## config.mk

```make
export PLATFORM = sky130hd
export DESIGN_NAME = pulse_train_gen
export DESIGN_NICKNAME = d
export VERILOG_FILES = /design/src/rtl/pulse_train_gen.sv
export SDC_FILE = /design/constraint.sdc
export NUM_CORES = 1
export LEC_CHECK = 0
export CAP_MARGIN = 20
export CORE_MARGIN = 10
export CORE_UTILIZATION = 45
export CTS_BUF_LIST = sky130_fd_sc_hd__clkbuf_2
export CTS_CLUSTER_DIAMETER = 50
export DETAILED_ROUTE_END_ITERATION = 16
export PLACE_DENSITY = 0.63
export SYNTH_ARGS = -nofsm -noshare
export SYNTH_HDL_FRONTEND = slang
export SYNTH_SLANG_ARGS = --single-unit
export TNS_END_PERCENT = 50
```

## constraint.sdc

```tcl
create_clock -name clkin -period 4.3 [get_ports clkin]
set_clock_uncertainty 0.1 [all_clocks]
set_input_delay 0.86 -clock clkin [delete_from_list [all_inputs] [get_ports clkin]]
set_output_delay 0.86 -clock clkin [all_outputs]
set_load 0.01 [all_outputs]
```

## src/rtl/pulse_train_gen.sv

```systemverilog
// Programmable glitch pulse burst generator: on an armed trigger rise, emits COUNT pulses of
// WIDTH cycles separated by GAP cycles. Configured via the cmd_handler byte-wide register bus.
module pulse_train_gen #(
    parameter logic [7:0] CMD_WIDTH = 8'h30,
    parameter logic [7:0] CMD_GAP   = 8'h31,
    parameter logic [7:0] CMD_COUNT = 8'h32,
    parameter logic [7:0] CMD_CTRL  = 8'h33
) (
    input  logic        clkin,
    input  logic        reset,
    input  logic        trigger_in,
    input  logic [7:0]  reg_cmd,
    input  logic [15:0] reg_bytecount,
    input  logic [7:0]  reg_data_in,
    output logic [7:0]  reg_data_out,
    input  logic        reg_read,
    input  logic        reg_write,
    output logic        pulse_out,
    output logic        busy,
    output logic [1:0]  state_dbg
);

    localparam logic [1:0] S_IDLE  = 2'd0;
    localparam logic [1:0] S_ARMED = 2'd1;
    localparam logic [1:0] S_PULSE = 2'd2;
    localparam logic [1:0] S_GAP   = 2'd3;

    logic [31:0] width_q, width_d;
    logic [31:0] gap_q, gap_d;
    logic [15:0] count_q, count_d;
    logic        oneshot_q, oneshot_d;
    logic [1:0]  state_q, state_d;
    logic [31:0] cnt_q, cnt_d;
    logic [15:0] remaining_q, remaining_d;
    logic [31:0] sh_width_q, sh_width_d;
    logic [31:0] sh_gap_q, sh_gap_d;
    logic        trig_q, trig_d;
    logic        pulse_q, pulse_d;
    logic [7:0]  rdata_q, rdata_d;

    logic        rise;
    logic        armed;
    logic        ctrl_wr;
    logic [31:0] w_eff, g_eff;
    logic [15:0] c_eff;

    assign rise    = trigger_in & ~trig_q;
    assign armed   = (state_q != S_IDLE);
    assign busy    = (state_q == S_PULSE) || (state_q == S_GAP);
    assign ctrl_wr = reg_write && (reg_cmd == CMD_CTRL) && (reg_bytecount == 16'd0);
    assign w_eff   = (width_q == 32'd0) ? 32'd1 : width_q;
    assign g_eff   = (gap_q == 32'd0) ? 32'd1 : gap_q;
    assign c_eff   = (count_q == 16'd0) ? 16'd1 : count_q;

    // Register file writes; out-of-range byte indices fall through untouched.
    always_comb begin
        width_d   = width_q;
        gap_d     = gap_q;
        count_d   = count_q;
        oneshot_d = oneshot_q;
        if (reg_write) begin
            for (int i = 0; i < 4; i++) begin
                if (reg_bytecount == 16'(i)) begin
                    if (reg_cmd == CMD_WIDTH) width_d[i*8 +: 8] = reg_data_in;
                    if (reg_cmd == CMD_GAP)   gap_d[i*8 +: 8]   = reg_data_in;
                end
            end
            for (int i = 0; i < 2; i++) begin
                if (reg_bytecount == 16'(i) && reg_cmd == CMD_COUNT) count_d[i*8 +: 8] = reg_data_in;
            end
        end
        if (ctrl_wr) oneshot_d = reg_data_in[1];
    end

    always_comb begin
        rdata_d = 8'h00;
        if (reg_read) begin
            for (int i = 0; i < 4; i++) begin
                if (reg_bytecount == 16'(i)) begin
                    if (reg_cmd == CMD_WIDTH) rdata_d = width_q[i*8 +: 8];
                    if (reg_cmd == CMD_GAP)   rdata_d = gap_q[i*8 +: 8];
                end
            end
            for (int i = 0; i < 2; i++) begin
                if (reg_bytecount == 16'(i) && reg_cmd == CMD_COUNT) rdata_d = count_q[i*8 +: 8];
            end
            if (reg_cmd == CMD_CTRL && reg_bytecount == 16'd0) rdata_d = {5'b0, busy, oneshot_q, armed};
        end
    end

    // Burst sequencer: cnt_q counts down the cycles left in the current PULSE or GAP phase.
    always_comb begin
        state_d     = state_q;
        cnt_d       = cnt_q;
        remaining_d = remaining_q;
        sh_width_d  = sh_width_q;
        sh_gap_d    = sh_gap_q;
        trig_d      = trigger_in;
        case (state_q)
            S_ARMED: begin
                if (rise) begin
                    sh_width_d  = w_eff;
                    sh_gap_d    = g_eff;
                    remaining_d = c_eff;
                    cnt_d       = w_eff - 32'd1;
                    state_d     = S_PULSE;
                end
            end
            S_PULSE: begin
                if (cnt_q == 32'd0) begin
                    if (remaining_q > 16'd1) begin
                        cnt_d   = sh_gap_q - 32'd1;
                        state_d = S_GAP;
                    end else begin
                        state_d = oneshot_q ? S_IDLE : S_ARMED;
                    end
                end else begin
                    cnt_d = cnt_q - 32'd1;
                end
            end
            S_GAP: begin
                if (cnt_q == 32'd0) begin
                    remaining_d = remaining_q - 16'd1;
                    cnt_d       = sh_width_q - 32'd1;
                    state_d     = S_PULSE;
                end else begin
                    cnt_d = cnt_q - 32'd1;
                end
            end
            default: ;
        endcase
        // A CTRL write overrides the sequencer: arming only leaves IDLE, clearing bit0 aborts.
        if (ctrl_wr) begin
            if (reg_data_in[0]) begin
                if (state_q == S_IDLE) state_d = S_ARMED;
            end else begin
                state_d = S_IDLE;
            end
        end
        pulse_d = (state_d == S_PULSE);
    end

    always_ff @(posedge clkin) begin
        if (reset) begin
            width_q     <= 32'd1;
            gap_q       <= 32'd1;
            count_q     <= 16'd1;
            oneshot_q   <= 1'b0;
            state_q     <= S_IDLE;
            cnt_q       <= 32'd0;
            remaining_q <= 16'd0;
            sh_width_q  <= 32'd1;
            sh_gap_q    <= 32'd1;
            trig_q      <= 1'b1;
            pulse_q     <= 1'b0;
            rdata_q     <= 8'h00;
        end else begin
            width_q     <= width_d;
            gap_q       <= gap_d;
            count_q     <= count_d;
            oneshot_q   <= oneshot_d;
            state_q     <= state_d;
            cnt_q       <= cnt_d;
            remaining_q <= remaining_d;
            sh_width_q  <= sh_width_d;
            sh_gap_q    <= sh_gap_d;
            trig_q      <= trig_d;
            pulse_q     <= pulse_d;
            rdata_q     <= rdata_d;
        end
    end

    assign pulse_out    = pulse_q;
    assign reg_data_out = rdata_q;
    assign state_dbg    = state_q;

endmodule
```

==> results.cfg <==
[power_and_ir_drop]
clkPwrFrac_pct = 41.1
sw_frac_of_total_pct = 27.3
p_int_w = 0.00250
power_switching_w = 0.000938
total_power_w = 0.00343
p_per_area_nw_per_um2 = 259
leakage_nw = 5.03
p_comb_share_pct = 3.7
power_frac_seq_pct = 55.3
ir_worst_vdd_mv = 0.231

[setup_path]
end_kind = flip-flop
r2r_slack_ns = 0.83
crit_fanout = 5
start_kind = flip-flop
critPathKind = reg -> reg
r2r_cells = 12
rr_endpoint = cnt_q[24]
cp.arrival_ns = 4.12
r2r-start = width_q[28]
cp.required_ns = 4.95

[yosys]
synthesis.nets = 1557
ys_ff_latch = 205
yosys.area.top_type = dfxtp_1
synthFlopType = dfxtp_1
synthCells = 1514
netlist_area_um2 = 11800
synth-async-reset-ratio_pct = 0
ys_types = 74
yosysWarningCount = 0
syn_area_per_cell_um2 = 7.81
netlist.area_leader.share_pct = 34.7
ys_top_cells_by_area = dfxtp_1 35%, mux2i_1 8.0%, nand2_1 6.9%
synth_edf_count = 0
synth.yosys.seq_area_share_pct = 34.7

[finish]
final_layout_size_suffix_gt1_share_pct = 11.5
area_growth_pct = 11.9
fill_cells = 2534
nets = 1613

[timing]
drv_slew = 0
slew-limit-headroom_pct = 42.1
worst_pin_slew_ns = 0.867
fin_crit_sh_pct = 80.7
hold_viol_final = 0
finalSetupViolations = 0
finalSetupTns_ns = 0
rsz0062_at_grt = false
fmax_mhz = 288
period_minus_slack_ns = 3.47

[min_path]
hp-start = reset
hp-class = in -> reg
hold_depth = 2
whs_endpoint = cnt_q[15]

[routing]
vias = 11700
vias_per_cell = 6.05
drc = 0
ant_nets = 0
drtIter0Drc = 1280
first_pass_iters = 5
wl_per_cell_um = 20.6
wl_um = 39900

[clock_tree]
clock_latency_ns = 0.91
htree_levels = 2
cts.clk_slew.worst_paths_ns = 0.10
clock-root-buffer = clkbuf_2
clock_sinks = 205
post_cts_buffers = 0
cts_max_path_buffers = 3
cts_resized = 0
cts_tree = done
numCtsBuffers = 57
postCtsHoldBufs = 0

[grt]
grt_pass1_vias = 11000
use_met3_pct = 4.17
grt_pass1_wl_um = 62800
gr-usage-met1_pct = 30.2
busiest_layer = met2
track_usage_pct = 23.2
antenna_found_initial = 1
grt_max_degree = 106
grtUsageMet2_pct = 37.7
overflow = 0

[die]
pin_count = 49
die_w_um = 182
core-area_um2 = 26000
rows = 59
die_area_um2 = 33200
initial_core_util_pct = 45.5
die_h_um = 182

[job]
cap_viol_max_count = 0

[place]
hpwlAfterDp_um = 28100
numPortBuffers = 48
gp_congestion = 0.910

[outcome]
status = finished clean
==> layout by cell type, fill, tap and decap left out, types with 8 or more instances in the layout <==
cell type | netlist | final
or4_1 | 12 | 12
nor4_1 | 57 | 57
xor2_1 | 36 | 36
nor3_1 | 57 | 56
nand4b_1 | 8 | 8
a21oi_1 | 135 | 135
xnor2_1 | 58 | 58
nor2_1 | 160 | 160
a211oi_1 | 19 | 19
nand2_1 | 217 | 216
nand3_1 | 46 | 46
or3_1 | 23 | 23
inv_1 | 19 | 19
o21ai_0 | 53 | 53
o31ai_1 | 8 | 8
a31oi_1 | 8 | 8
clkbuf_2 | 0 | 78
o22ai_1 | 8 | 8
o211ai_1 | 20 | 20
clkinv_1 | 4 | 14
clkdlybuf4s50_1 | 0 | 47
a221oi_1 | 12 | 12
mux2i_1 | 95 | 95
nand4_1 | 22 | 22
buf_4 | 0 | 59
dfxtp_1 | 205 | 204
==> cell type report <==
class / count / area (um^2) / share of cell area, %
antenna: 2 / 5.00 / 0.0378
clock buffer: 78 / 390 / 2.95
clock inverter: 14 / 90.1 / 0.681
inverter: 23 / 86.3 / 0.652
multi-input combinational: 1174 / 7180 / 54.3
sequential: 205 / 4110 / 31.0
tap: 335 / 419 / 3.17
timing repair buffer: 109 / 957 / 7.23
==> worst max-delay path by stage <==
| stage | startpoint | cells past startpoint | slack, ns | end |
|---|---|---|---|---|
| after global routing | width_q[28] | 12 | 0.56 | cnt_q[28] |
| after floorplan | width_q[20] | 14 | 1.14 | cnt_q[16] |
| after detailed placement | width_q[24] | 12 | 0.56 | cnt_q[16] |
| after global placement | width_q[24] | 12 | 0.70 | cnt_q[28] |
| after CTS | width_q[24] | 12 | 0.55 | cnt_q[16] |
| final | width_q[28] | 12 | 0.83 | cnt_q[24] |
==> power by group through the flow <==
stage,clock network [W],registers (W),logic (W)
after global placement,0,0.00194,0.000120
after CTS,0.00145,0.00190,0.000121
after floorplan,0,0.00194,0.0000599
after global routing,0.00153,0.00190,0.000132
after detailed placement,0,0.00194,0.000121
final,0.00141,0.00190,0.000126
==> cells in the mapped netlist, drive strengths merged (4+ instances only) <==
cell and n:
nand3 46, nor3 61, and4 4, mux2i 95, mux2 6, or3 24, a311oi 5, nor2b 4
o21ai 54, clkbuf 91, xor2 36, nor2 161, nand4b 8, o31ai 8, inv 19, a22oi 5
dfxtp 205, a21oi 136, a221oi 12, a31oi 8, o211ai 20, xnor2 58, a211o 6, a211oi 20
or2 6, o32ai 6, buf 21, nand2b 5, ha 6, or4 15, nor3b 6, nand4 22
mux4 5, o22ai 8, nand2 217, clkinv 4, nor4 62
==> flip-flops by register name, summed over array words and instances (netlist names) <==
| name | count |
|---|---|
| trig_q | 1 |
| sh_width_q | 32 |
| oneshot_q | 1 |
| gap_q | 32 |
| cnt_q | 32 |
| remaining_q | 16 |
| sh_gap_q | 32 |
| state_dbg | 2 |
| reg_data_out | 8 |
| count_q | 16 |
| pulse_out | 1 |
| width_q | 32 |
==> critical path, cell delays in order (launching register included) <==
cell and delay (ns):
dfxtp_1 0.32, nor3_1 0.60, and4_1 0.51, and2_1 0.27
a21oi_1 0.17, ha_1 0.25, nand2b_1 0.18, nor3_1 0.14
nand3_1 0.16, xor2_1 0.10, mux2i_1 0.17, o21ai_0 0.11
a211oi_1 0.25
==> metal layers <==
| layer | routed length (um) | vias up |
|---|---|---|
| met2 | 18600 | 481 |
| li1 | - | 5600 |
| met1 | 17200 | 5580 |
| met3 | 2970 | 84 |
| met5 | 0 | - |
| met4 | 1190 | 0 |
==> logic make-up (layout without fill, tap and decap cells) <==
group           Yosys count  after routing  synth area share (%)
flops                   205            205                  34.7
simple gates            654            654                  26.9
buf+inv                 135            224                  4.64
compound gates          314            314                  16.6
other cells               0              2                     0
mux                     106            106                  9.56
xor+xnor                 94             94                  6.96
fa+ha+maj                 6              6                 0.635
==> through the flow <==
stage | area [um^2] | hold slack [ns] | util [%] | std cells | worst slack (ns)
global placement | 12700 | 0.358 | 48.9 | 1844 | 0.699
detailed placement | 12700 | 0.370 | 48.9 | 1844 | 0.563
CTS | 13200 | 0.192 | 50.8 | 1936 | 0.547
global route | 13200 | 0.232 | 50.9 | 1940 | 0.560
floorplan | 11800 | 0.348 | - | 1514 | 1.14
finish | 13200 | 0.269 | 50.9 | 1940 | 0.831
No activity file was read; power rests on OpenSTA's default activity.
